## src/rtl/seq_alu_arbiter_if.sv

```systemverilog
// seq_alu_arbiter_if
// Bundles the requester handshake, the response channel and the shared-ALU
// control/result lines of seq_alu_arbiter.
//   slave  : the arbiter view (takes requests, drives the ALU, returns results)
//   master : the environment view (requesters, response consumer, ALU)
// Signals:
//   req_valid/req_ready            per-requester request handshake
//   req_a/req_b/req_op             packed per-requester operands and opcode
//   resp_valid/resp_ready          result handshake
//   resp_id/resp_data              result tag and captured ALU value
//   busy                           arbiter not idle
//   alu_en/alu_A/alu_B/alu_opcode  ALU issue lines
//   alu_result                     ALU output
interface seq_alu_arbiter_if #(
  parameter int N_REQ  = 4,
  parameter int DATA_W = 8,
  parameter int OP_W   = 4,
  parameter int RES_W  = 16
);
  localparam int ID_W = $clog2(N_REQ);

  logic [N_REQ-1:0]        req_valid;
  logic [N_REQ-1:0]        req_ready;
  logic [N_REQ*DATA_W-1:0] req_a;
  logic [N_REQ*DATA_W-1:0] req_b;
  logic [N_REQ*OP_W-1:0]   req_op;
  logic                    resp_valid;
  logic                    resp_ready;
  logic [ID_W-1:0]         resp_id;
  logic [RES_W-1:0]        resp_data;
  logic                    busy;
  logic                    alu_en;
  logic [DATA_W-1:0]       alu_A;
  logic [DATA_W-1:0]       alu_B;
  logic [OP_W-1:0]         alu_opcode;
  logic [RES_W-1:0]        alu_result;

  modport slave (
    input  req_valid, req_a, req_b, req_op, resp_ready, alu_result,
    output req_ready, resp_valid, resp_id, resp_data, busy,
           alu_en, alu_A, alu_B, alu_opcode
  );

  modport master (
    output req_valid, req_a, req_b, req_op, resp_ready, alu_result,
    input  req_ready, resp_valid, resp_id, resp_data, busy,
           alu_en, alu_A, alu_B, alu_opcode
  );
endinterface

```

## src/rtl/seq_alu_arbiter.sv

```systemverilog
// seq_alu_arbiter
// Round-robin arbiter/sequencer sharing one fixed-latency sequential ALU
// between N_REQ requesters. One operation is in flight at a time:
// IDLE (grant) -> ISSUE (alu_en pulse) -> WAIT (ALU latency) -> RESP.
// Ports:
//   clk  rising-edge clock
//   rst  asynchronous active-low reset
//   bus  seq_alu_arbiter_if.slave (request, response and ALU lines)
module seq_alu_arbiter #(
  parameter int N_REQ   = 4,
  parameter int DATA_W  = 8,
  parameter int OP_W    = 4,
  parameter int RES_W   = 16,
  parameter int ALU_LAT = 1
) (
  input  logic             clk,
  input  logic             rst,
  seq_alu_arbiter_if.slave bus
);
  localparam int ID_W  = $clog2(N_REQ);
  // Counter only has to hold ALU_LAT-1.
  localparam int CNT_W = (ALU_LAT > 1) ? $clog2(ALU_LAT) : 1;
  localparam logic [CNT_W-1:0] CNT_INIT = CNT_W'(ALU_LAT - 1);
  localparam logic [ID_W-1:0]  LAST_ID  = ID_W'(N_REQ - 1);

  typedef enum logic [1:0] {
    ST_IDLE  = 2'd0,
    ST_ISSUE = 2'd1,
    ST_WAIT  = 2'd2,
    ST_RESP  = 2'd3
  } state_t;

  state_t            r_state;
  state_t            w_next_state;
  logic [ID_W-1:0]   r_ptr;
  logic [CNT_W-1:0]  r_cnt;
  logic [DATA_W-1:0] r_alu_a;
  logic [DATA_W-1:0] r_alu_b;
  logic [OP_W-1:0]   r_alu_op;
  logic [ID_W-1:0]   r_resp_id;
  logic [RES_W-1:0]  r_resp_data;
  logic              r_alu_en;
  logic              r_resp_valid;
  logic              r_busy;
  logic [N_REQ-1:0]  w_req_ready;
  logic              w_grant_found;
  logic [ID_W-1:0]   w_grant_idx;
  logic [ID_W-1:0]   w_scan_idx;
  logic              w_hit;

  // Round-robin search: first valid requester at or after r_ptr, wrapping.
  always_comb begin
    w_grant_found = 1'b0;
    w_grant_idx   = '0;
    w_scan_idx    = '0;
    w_hit         = 1'b0;
    for (int k = 0; k < N_REQ; k++) begin
      w_scan_idx    = ID_W'((int'(r_ptr) + k) % N_REQ);
      w_hit         = bus.req_valid[w_scan_idx] & ~w_grant_found;
      w_grant_idx   = w_hit ? w_scan_idx : w_grant_idx;
      w_grant_found = w_grant_found | w_hit;
    end
  end

  // Next-state and the combinational acceptance pulse.
  always_comb begin
    w_next_state = r_state;
    w_req_ready  = '0;
    case (r_state)
      ST_IDLE: begin
        if (w_grant_found) begin
          w_next_state = ST_ISSUE;
          // Gated by rst so no acceptance is signalled while held in reset.
          w_req_ready[w_grant_idx] = rst;
        end else begin
          w_next_state = ST_IDLE;
        end
      end
      ST_ISSUE: w_next_state = ST_WAIT;
      ST_WAIT: begin
        if (r_cnt == '0) begin
          w_next_state = ST_RESP;
        end else begin
          w_next_state = ST_WAIT;
        end
      end
      ST_RESP: begin
        if (bus.resp_ready) begin
          w_next_state = ST_IDLE;
        end else begin
          w_next_state = ST_RESP;
        end
      end
      default: w_next_state = ST_IDLE;
    endcase
  end

  // State register.
  always_ff @(posedge clk or negedge rst) begin
    if (!rst) begin
      r_state <= ST_IDLE;
    end else begin
      r_state <= w_next_state;
    end
  end

  // Capture the winner's operands and index at the grant edge; held otherwise.
  always_ff @(posedge clk or negedge rst) begin
    if (!rst) begin
      r_alu_a   <= '0;
      r_alu_b   <= '0;
      r_alu_op  <= '0;
      r_resp_id <= '0;
    end else if ((r_state == ST_IDLE) && w_grant_found) begin
      r_alu_a   <= bus.req_a[w_grant_idx*DATA_W +: DATA_W];
      r_alu_b   <= bus.req_b[w_grant_idx*DATA_W +: DATA_W];
      r_alu_op  <= bus.req_op[w_grant_idx*OP_W +: OP_W];
      r_resp_id <= w_grant_idx;
    end
  end

  // Latency countdown and result capture.
  always_ff @(posedge clk or negedge rst) begin
    if (!rst) begin
      r_cnt       <= '0;
      r_resp_data <= '0;
    end else begin
      case (r_state)
        ST_ISSUE: r_cnt <= CNT_INIT;
        ST_WAIT: begin
          if (r_cnt == '0) begin
            r_resp_data <= bus.alu_result;
          end else begin
            r_cnt <= r_cnt - CNT_W'(1);
          end
        end
        default: r_cnt <= r_cnt;
      endcase
    end
  end

  // Round-robin pointer advances past the requester just served.
  always_ff @(posedge clk or negedge rst) begin
    if (!rst) begin
      r_ptr <= '0;
    end else if ((r_state == ST_RESP) && bus.resp_ready) begin
      r_ptr <= (r_resp_id == LAST_ID) ? '0 : r_resp_id + ID_W'(1);
    end
  end

  // Status outputs registered from the next state so they track the FSM.
  always_ff @(posedge clk or negedge rst) begin
    if (!rst) begin
      r_alu_en     <= 1'b0;
      r_resp_valid <= 1'b0;
      r_busy       <= 1'b0;
    end else begin
      r_alu_en     <= (w_next_state == ST_ISSUE);
      r_resp_valid <= (w_next_state == ST_RESP);
      r_busy       <= (w_next_state != ST_IDLE);
    end
  end

  assign bus.req_ready  = w_req_ready;
  assign bus.resp_valid = r_resp_valid;
  assign bus.resp_id    = r_resp_id;
  assign bus.resp_data  = r_resp_data;
  assign bus.busy       = r_busy;
  assign bus.alu_en     = r_alu_en;
  assign bus.alu_A      = r_alu_a;
  assign bus.alu_B      = r_alu_b;
  assign bus.alu_opcode = r_alu_op;
endmodule

```

## src/flat_wrapper.sv

```systemverilog
// flat-port wrapper written by rule: the top's interface ports become plain ports
module seq_alu_arbiter_flat 
#(
  parameter int N_REQ   = 4,
  parameter int DATA_W  = 8,
  parameter int OP_W    = 4,
  parameter int RES_W   = 16,
  parameter int ALU_LAT = 1
)
  (clk, rst, bus_req_valid, bus_req_a, bus_req_b, bus_req_op, bus_resp_ready, bus_alu_result, bus_req_ready, bus_resp_valid, bus_resp_id, bus_resp_data, bus_busy, bus_alu_en, bus_alu_A, bus_alu_B, bus_alu_opcode);
  seq_alu_arbiter_if #(.N_REQ(N_REQ), .DATA_W(DATA_W), .OP_W(OP_W), .RES_W(RES_W)) bus_i ();
  input  logic clk;
  input  logic rst;
  input wire logic [$bits(bus_i.req_valid)-1:0] bus_req_valid;
  input wire logic [$bits(bus_i.req_a)-1:0] bus_req_a;
  input wire logic [$bits(bus_i.req_b)-1:0] bus_req_b;
  input wire logic [$bits(bus_i.req_op)-1:0] bus_req_op;
  input wire logic [$bits(bus_i.resp_ready)-1:0] bus_resp_ready;
  input wire logic [$bits(bus_i.alu_result)-1:0] bus_alu_result;
  output wire logic [$bits(bus_i.req_ready)-1:0] bus_req_ready;
  output wire logic [$bits(bus_i.resp_valid)-1:0] bus_resp_valid;
  output wire logic [$bits(bus_i.resp_id)-1:0] bus_resp_id;
  output wire logic [$bits(bus_i.resp_data)-1:0] bus_resp_data;
  output wire logic [$bits(bus_i.busy)-1:0] bus_busy;
  output wire logic [$bits(bus_i.alu_en)-1:0] bus_alu_en;
  output wire logic [$bits(bus_i.alu_A)-1:0] bus_alu_A;
  output wire logic [$bits(bus_i.alu_B)-1:0] bus_alu_B;
  output wire logic [$bits(bus_i.alu_opcode)-1:0] bus_alu_opcode;
  assign bus_i.req_valid = bus_req_valid;
  assign bus_i.req_a = bus_req_a;
  assign bus_i.req_b = bus_req_b;
  assign bus_i.req_op = bus_req_op;
  assign bus_i.resp_ready = bus_resp_ready;
  assign bus_i.alu_result = bus_alu_result;
  assign bus_req_ready = bus_i.req_ready;
  assign bus_resp_valid = bus_i.resp_valid;
  assign bus_resp_id = bus_i.resp_id;
  assign bus_resp_data = bus_i.resp_data;
  assign bus_busy = bus_i.busy;
  assign bus_alu_en = bus_i.alu_en;
  assign bus_alu_A = bus_i.alu_A;
  assign bus_alu_B = bus_i.alu_B;
  assign bus_alu_opcode = bus_i.alu_opcode;
  seq_alu_arbiter #(.N_REQ(N_REQ), .DATA_W(DATA_W), .OP_W(OP_W), .RES_W(RES_W), .ALU_LAT(ALU_LAT)) u_core (.clk(clk), .rst(rst), .bus(bus_i));
endmodule
```

## config.mk

```make
export PLATFORM = sky130hd
export DESIGN_NAME = seq_alu_arbiter_flat
export DESIGN_NICKNAME = d
export VERILOG_FILES = /design/src/rtl/seq_alu_arbiter_if.sv /design/src/rtl/seq_alu_arbiter.sv /design/src/flat_wrapper.sv
export SDC_FILE = /design/constraint.sdc
export NUM_CORES = 1
export LEC_CHECK = 0
export CORE_ASPECT_RATIO = 0.8
export CORE_MARGIN = 8
export CORE_UTILIZATION = 27
export DETAILED_ROUTE_END_ITERATION = 7
export PLACE_DENSITY_LB_ADDON = 0.05
export SETUP_SLACK_MARGIN = 0.4
export SYNTH_ARGS = -nofsm -noshare
export SYNTH_HDL_FRONTEND = slang
export SYNTH_SLANG_ARGS = --single-unit
```

## constraint.sdc

```tcl
create_clock -name clk -period 2.23 [get_ports clk]
set_clock_uncertainty 0.2 [all_clocks]
set_input_delay 0.5575 -clock clk [delete_from_list [all_inputs] [get_ports clk]]
set_output_delay 0.5575 -clock clk [all_outputs]
set_load 0.01 [all_outputs]
```

# --- Word level (Yosys, flattened, before mapping) ---
# Cells that the tools add are included.
op_classes:
  n_eq_ne: 6
  n_lt_le_gt_ge: 6
  add_sub_neg: 5
  n_shift: 3
  n_reduce_logical: 7
  n_mux: 23
  bitwise: 11
ops:
  columns: ["cell", "n"]
  rows:
  - ["32-bit by 6-bit variable part select with 8-bit output", 2]
  - ["16-bit by 5-bit variable part select with 4-bit output", 1]
  - ["2-bit by 3-bit less-than comparator with 1-bit output (second input constant)", 5]
  - ["2-bit 2-to-1 mux", 6]
  - ["1-bit binary-select mux with 2-bit select", 4]
  - ["2-bit equality test (second input constant)", 4]
  - ["1-bit 2-to-1 mux", 8]
  - ["4-bit 2-to-1 mux", 2]
  - ["2-bit one-hot mux with 4 select lines", 1]
  - ["2-bit by 1-bit adder with 2-bit output (second input constant)", 2]
  - ["2-bit adder (second input constant)", 2]
  - ["4-bit AND", 1]
  - ["2-bit by 1-bit equality test with 1-bit output (second input constant)", 2]
  - ["1-bit NOT", 4]
  - ["2-bit nonzero test", 2]
  - ["1-bit AND", 3]
  - ["1-bit logical AND", 3]
  - ["1-bit OR", 3]
  - ["1-bit demux with 2-bit select", 1]
  - ["2-bit by 1-bit >= comparator with 1-bit output (second input constant)", 1]
  - ["2-bit logical NOT", 1]
  - ["1-bit one-hot mux with 2 select lines", 1]
  - ["2-bit AND reduction", 1]
  - ["1-bit subtractor (second input constant)", 1]
word_totals:
  inputBits: 103
  wordCells: 72
  regBits: 46

# --- Depth between registers and ports, before layout ---
logic_depth:
  ltp_word: 18
  depth_mapped: 7

# --- Least setup slack after synthesis ---
# No wires, ideal clock.
synth_timing:
  path_type: "input port to output port"
  startpoint: "input port bus_req_valid[2]"
  endpoint: "output port bus_req_ready[0]"
  arrival_time_ns: 1.363
  path_stages: 5
  slack_ns: 0.109
  path_buffers: 1
  cell_sequence: "nor4_1 -> nand2b_1 -> clkbuf_1 -> inv_2 -> and3_1"
synth_between:
  elab_chain_cells: 18
synth_rtl:
  columns: ["item", "line_no", "source"]
  rows:
  - ["start, declared", "flat_wrapper.sv:14", "input wire logic [$bits(bus_i.req_valid)-1:0] bus_req_valid;"]
  - ["1-bit binary-select mux with 2-bit select", "seq_alu_arbiter.sv:59", "w_hit = bus.req_valid[w_scan_idx] & ~w_grant_found;"]
  - ["1-bit 2-to-1 mux (not written as such)", "seq_alu_arbiter.sv:59", null]
  - ["1-bit NOT", "seq_alu_arbiter.sv:59", null]
  - ["1-bit AND", "seq_alu_arbiter.sv:59", null]
  - ["1-bit OR", "seq_alu_arbiter.sv:61", "w_grant_found = w_grant_found | w_hit;"]
  - ["1-bit NOT", "seq_alu_arbiter.sv:59", null]
  - ["1-bit AND", "seq_alu_arbiter.sv:59", null]
  - ["1-bit OR", "seq_alu_arbiter.sv:61", null]
  - ["(+2 left out)", null, null]
  - ["2-bit 2-to-1 mux", "seq_alu_arbiter.sv:60", "w_grant_idx = w_hit ? w_scan_idx : w_grant_idx;"]
  - ["2-bit by 3-bit less-than comparator with 1-bit output (not written as such) or 2-bit by 1-bit >= comparator with 1-bit output (tied branches)", "seq_alu_arbiter.sv:74", "w_req_ready[w_grant_idx] = rst;"]
  - ["1-bit logical AND (not written as such)", "seq_alu_arbiter.sv:74", null]
  - ["1-bit 2-to-1 mux (not written as such)", "seq_alu_arbiter.sv:74", null]
  - ["1-bit demux with 2-bit select", null, null]
  - ["4-bit AND (no line)", null, null]
  - ["4-bit 2-to-1 mux *", "seq_alu_arbiter.sv:71", "if (w_grant_found) begin"]
  - ["4-bit 2-to-1 mux *", "seq_alu_arbiter.sv:69", "case (r_state)"]
  - ["end, declared", "flat_wrapper.sv:20", "output wire logic [$bits(bus_i.req_ready)-1:0] bus_req_ready;"]
# Every way passes the cells marked *; elsewhere a longest branch is shown, timed or not. The select of a mux whose other input is x is not followed.

# --- Worst setup path in the final report ---
layout_timing:
  startpoint: "register u_core.r_ptr[1]"
  endpoint: "output port bus_req_ready[0]"
layout_between:
  elab_chain_cells: 18
layout_rtl:
  columns: ["item", "line_no", "source"]
  rows:
  - ["start, declared", "seq_alu_arbiter.sv:35", "logic [ID_W-1:0] r_ptr;"]
  - ["start signal, assigned", "seq_alu_arbiter.sv:147", "r_ptr <= (r_resp_id == LAST_ID) ? '0 : r_resp_id + ID_W'(1);"]
  - ["2-bit by 1-bit adder with 2-bit output or 1-bit binary-select mux with 2-bit select (tied branches)", "seq_alu_arbiter.sv:58, seq_alu_arbiter.sv:59", null]
  - ["1-bit binary-select mux with 2-bit select or 1-bit 2-to-1 mux (tied branches)", "seq_alu_arbiter.sv:59", null]
  - ["1-bit 2-to-1 mux (not written as such) or 1-bit NOT (tied branches)", "seq_alu_arbiter.sv:59", null]
  - ["1-bit AND", "seq_alu_arbiter.sv:59", null]
  - ["1-bit OR", "seq_alu_arbiter.sv:61", null]
  - ["1-bit NOT", "seq_alu_arbiter.sv:59", null]
  - ["1-bit AND", "seq_alu_arbiter.sv:59", null]
  - ["1-bit OR", "seq_alu_arbiter.sv:61", null]
  - ["(+2 left out)", null, null]
  - ["2-bit 2-to-1 mux", "seq_alu_arbiter.sv:60", null]
  - ["2-bit by 3-bit less-than comparator with 1-bit output (not written as such) or 2-bit by 1-bit >= comparator with 1-bit output (tied branches)", "seq_alu_arbiter.sv:74", null]
  - ["1-bit logical AND (not written as such)", "seq_alu_arbiter.sv:74", null]
  - ["1-bit 2-to-1 mux (not written as such)", "seq_alu_arbiter.sv:74", null]
  - ["1-bit demux with 2-bit select", null, null]
  - ["4-bit AND (no line)", null, null]
  - ["4-bit 2-to-1 mux *", "seq_alu_arbiter.sv:71", null]
  - ["4-bit 2-to-1 mux *", "seq_alu_arbiter.sv:69", null]
# Marked as above.

==> impl_metrics.py <==
metrics = {
    "layout": {
        "instances_no_fill": 479,
        "fin_area_um2": 4040,
        "antenna_cells": 0,
        "multiInputGateArea_um2": 986,
        "fillers": 770,
        "seq_area_um2": 1130,
        "fin_util_pct": 51.3,
        "drive_gt1_share_pct": 19.9,
        "nets": 474,
        "area_growth_syn_to_layout_pct": 85.1,
    },
    "logic_synthesis": {
        "synthesis.area_um2": 2180,
        "synth.area.top_cells": "dfrtp_1 (52%), a21oi_1 (9.6%), a222oi_1 (9.2%)",
        "synthArstFlopShare_pct": 100,
        "synthCells": 206,
        "ys_top_cells_by_count": "dfrtp_1 (45), a21oi_1 (42), nor2_1 (22)",
        "seq_area_frac_synth_pct": 51.6,
        "synth_top_area_share_pct": 51.6,
        "synth_fp_nets": 310,
        "synth-edff-count": 0,
        "ys_types": 32,
        "yosys.area.top_type": "dfrtp_1",
        "ys.flop_type": "dfrtp_1",
        "synth_most_common_cell": "dfrtp_1",
        "syn_area_per_cell_um2": 10.6,
        "synth-seq-cells": 45,
        "yosys_warnings": 0,
    },
    "place": {
        "port_buffers": 147,
        "hpwl_mm": 6.60,
        "place_congestion": 0.826,
        "dpl_cell_area_um2": 3830,
        "placed_cells": 461,
    },
    "worst_setup_path": {
        "cp.depth": 5,
        "cp.arrival_ns": 1.60,
        "critPathLaunch": "u_core.r_ptr[1]",
        "critPathBufInv": 1,
        "r2r_end": "u_core.bus.alu_B[6]",
        "start_kind": "register",
        "slowest_stage": "dfrtp_2",
        "endpoint_kind": "output port",
        "reg2reg_slack_ns": 0.07,
        "crit_required_ns": 1.47,
        "cpPeakStageDelay_ns": 0.47,
        "critical_path.top_delay_family": "simple AND/OR/NAND/NOR gates",
        "ff2ff_path_depth": 8,
        "r2r_start": "u_core.r_ptr[0]",
        "crit_chain": "nand2_1 > o32ai_2 > or2_1 > and3_4 > buf_6",
        "crit_fanout": 8,
        "crit_type": "reg2out",
    },
    "pwr": {
        "internal_power_mw": 2.72,
        "netSwitchingPower_mw": 1.69,
        "swShare_pct": 38.4,
        "power_frac_seq_pct": 32.9,
        "peakVddDrop_v": 0.000454,
        "p_per_area_nw_per_um2": 1090,
        "combinationalPowerShare_pct": 54.8,
        "clock_power_share_pct": 12.3,
        "p_leak_nw": 1.71,
    },
    "timing": {
        "hold_viol": 0,
        "fin_crit_sh_pct": 106,
        "fin_crit_ns": 2.36,
        "tightest_slew_ns": 0.379,
        "hold_slack_ns": 0.0801,
        "setup_viol": 4,
        "tns_ns": -0.324,
        "max_freq_ghz": 0.424,
        "rsz0062_at_grt": "true",
        "setup_slack_ns": -0.129,
        "max_slew_margin_pct": 74.7,
        "finalMaxSlewViolations": 0,
    },
    "global_route": {
        "grt_max_degree": 28,
        "grt_pass1_wl_mm": 13.3,
        "grt.total_usage_pct": 15.3,
        "antenna_found_initial": 0,
        "grt-ovfl-total": 0,
        "grt_pass1_vias": 2535,
    },
    "floorplan": {
        "die_area_um2": 11200,
        "die_h_um": 96.4,
        "rows": 29,
        "design.core.area_um2": 7870,
        "start_util_pct": 27.7,
        "die_w_um": 116,
        "pin_count": 148,
    },
    "route": {
        "wl_mm": 9.22,
        "first_iter_violations": 160,
        "via_per_inst": 4.89,
        "firstDrtPassIters": 4,
        "drc": 0,
        "wl_per_cell_um": 19.2,
        "vias": 2342,
        "antenna_left": 0,
    },
    "cts": {
        "hold_buffers": 0,
        "clkLatencyLatePin_ns": 0.30,
        "clockRootBuffer": "clkbuf_8",
        "clockBufferDepth": 2,
        "cts_made_buffers": 5,
        "clkTransAtPathRegs_ns": 0.09,
        "cts.sinks": 45,
        "cts_tree": "built",
        "htreeDepth": 2,
    },
    "run": {
        "cap_violations": 0,
    },
    "min_path": {
        "min_path_type": "in2async",
    },
    "run_status": {
        "status": "finished, violations left",
        "violations": "negative setup slack",
    },
}
[stage by stage]
| stage | worst slack, ns | total power [mW] |
|---|---|---|
| after floorplan | 0.193 | 2.70 |
| final | -0.129 | 4.41 |
| after global routing | -0.181 | 4.76 |
| after CTS | -0.0915 | 4.37 |
| after detailed placement | -0.926 | 4.01 |
| after global placement | -0.890 | 3.99 |
[layout make-up]
| cell class | instances | share of cell area, % |
|---|---|---|
| tap | 108 | 3.35 |
| clock buffer | 5 | 1.70 |
| inverter | 3 | 0.279 |
| multi-input combinational | 141 | 24.4 |
| timing repair buffer | 174 | 41.7 |
| sequential | 45 | 28.0 |
| clock inverter | 3 | 0.620 |
[cell families (layout without fill, tap and decap cells)]
kind of cell	after synthesis	count (layout)	synth area share, %
buf+inv	20	185	5.16
fa+ha+maj	1	1	0.574
flops	45	45	51.6
mux	17	17	8.78
compound gates	76	76	23.5
simple gates	47	47	10.4
[metal layers]
| metal | vias up | GRT usage [%] | share of wire (%) | routed length, um |
|---|---|---|---|---|
| li1 | 1109 | - | - | - |
| met1 | 1114 | 18.3 | 42 | 3890 |
| met2 | 104 | 26.5 | 48 | 4440 |
| met3 | 15 | 4.16 | 8.1 | 745 |
| met4 | 0 | 4.74 | 1.5 | 140 |
| met5 | - | 0 | 0 | 0 |
[cell usage in the layout (no fill, tap or decap), types with 2 or more instances in the layout]
master and count:
dfrtp_1 43, buf_2 4, inv_1 2, nor2_1 22, or2_1 2, buf_4 18, and3_4 5, o21ai_0 4
mux2_2 17, clkbuf_16 2, a222oi_1 20, clkdlybuf4s50_1 97, clkbuf_8 5, a21oi_1 41, buf_6 9, nand2_1 9
dlygate4sd2_1 41, nand2b_1 2, dfrtp_2 2, a21boi_0 2
[sequential cells by signal, summed over array words and instances, names as in the netlist]
name and flops:
u_core.bus.alu_opcode 4, u_core.bus.alu_en 1, u_core.bus.resp_valid 1, u_core.r_ptr 2
u_core.bus.alu_A 8, u_core.r_state 2, u_core.bus.busy 1, u_core.bus.resp_id 2
u_core.bus.alu_B 8, u_core.bus.resp_data 16
[power groups by stage]
stage	clock network (mW)	logic, mW	registers [mW]
floorplan	0	1.08	1.62
finish	0.544	2.42	1.45
CTS	0.569	2.34	1.45
global route	0.597	2.64	1.51
global placement	0	2.52	1.47
detailed placement	0	2.53	1.48
[how the worst max path moves through the flow]
stage / endpoint
4_1_cts: bus_req_ready[3]
3_3_place_gp: bus_req_ready[0]
2_1_floorplan: bus_req_ready[0]
6_report: bus_req_ready[0]
3_5_place_dp: bus_req_ready[0]
5_1_grt: bus_req_ready[0]
[what timing repair did]
| item | 4_1_cts | 5_1_grt |
|---|---|---|
| buffers inserted | 4 | 3 |
| gates resized for setup | 84 | 8 |
| pin swaps | 7 | 10 |
| gates cloned | 0 | 3 |
| setup endpoints to repair | 70 | 24 |
(Power assumes the default switching activity.)
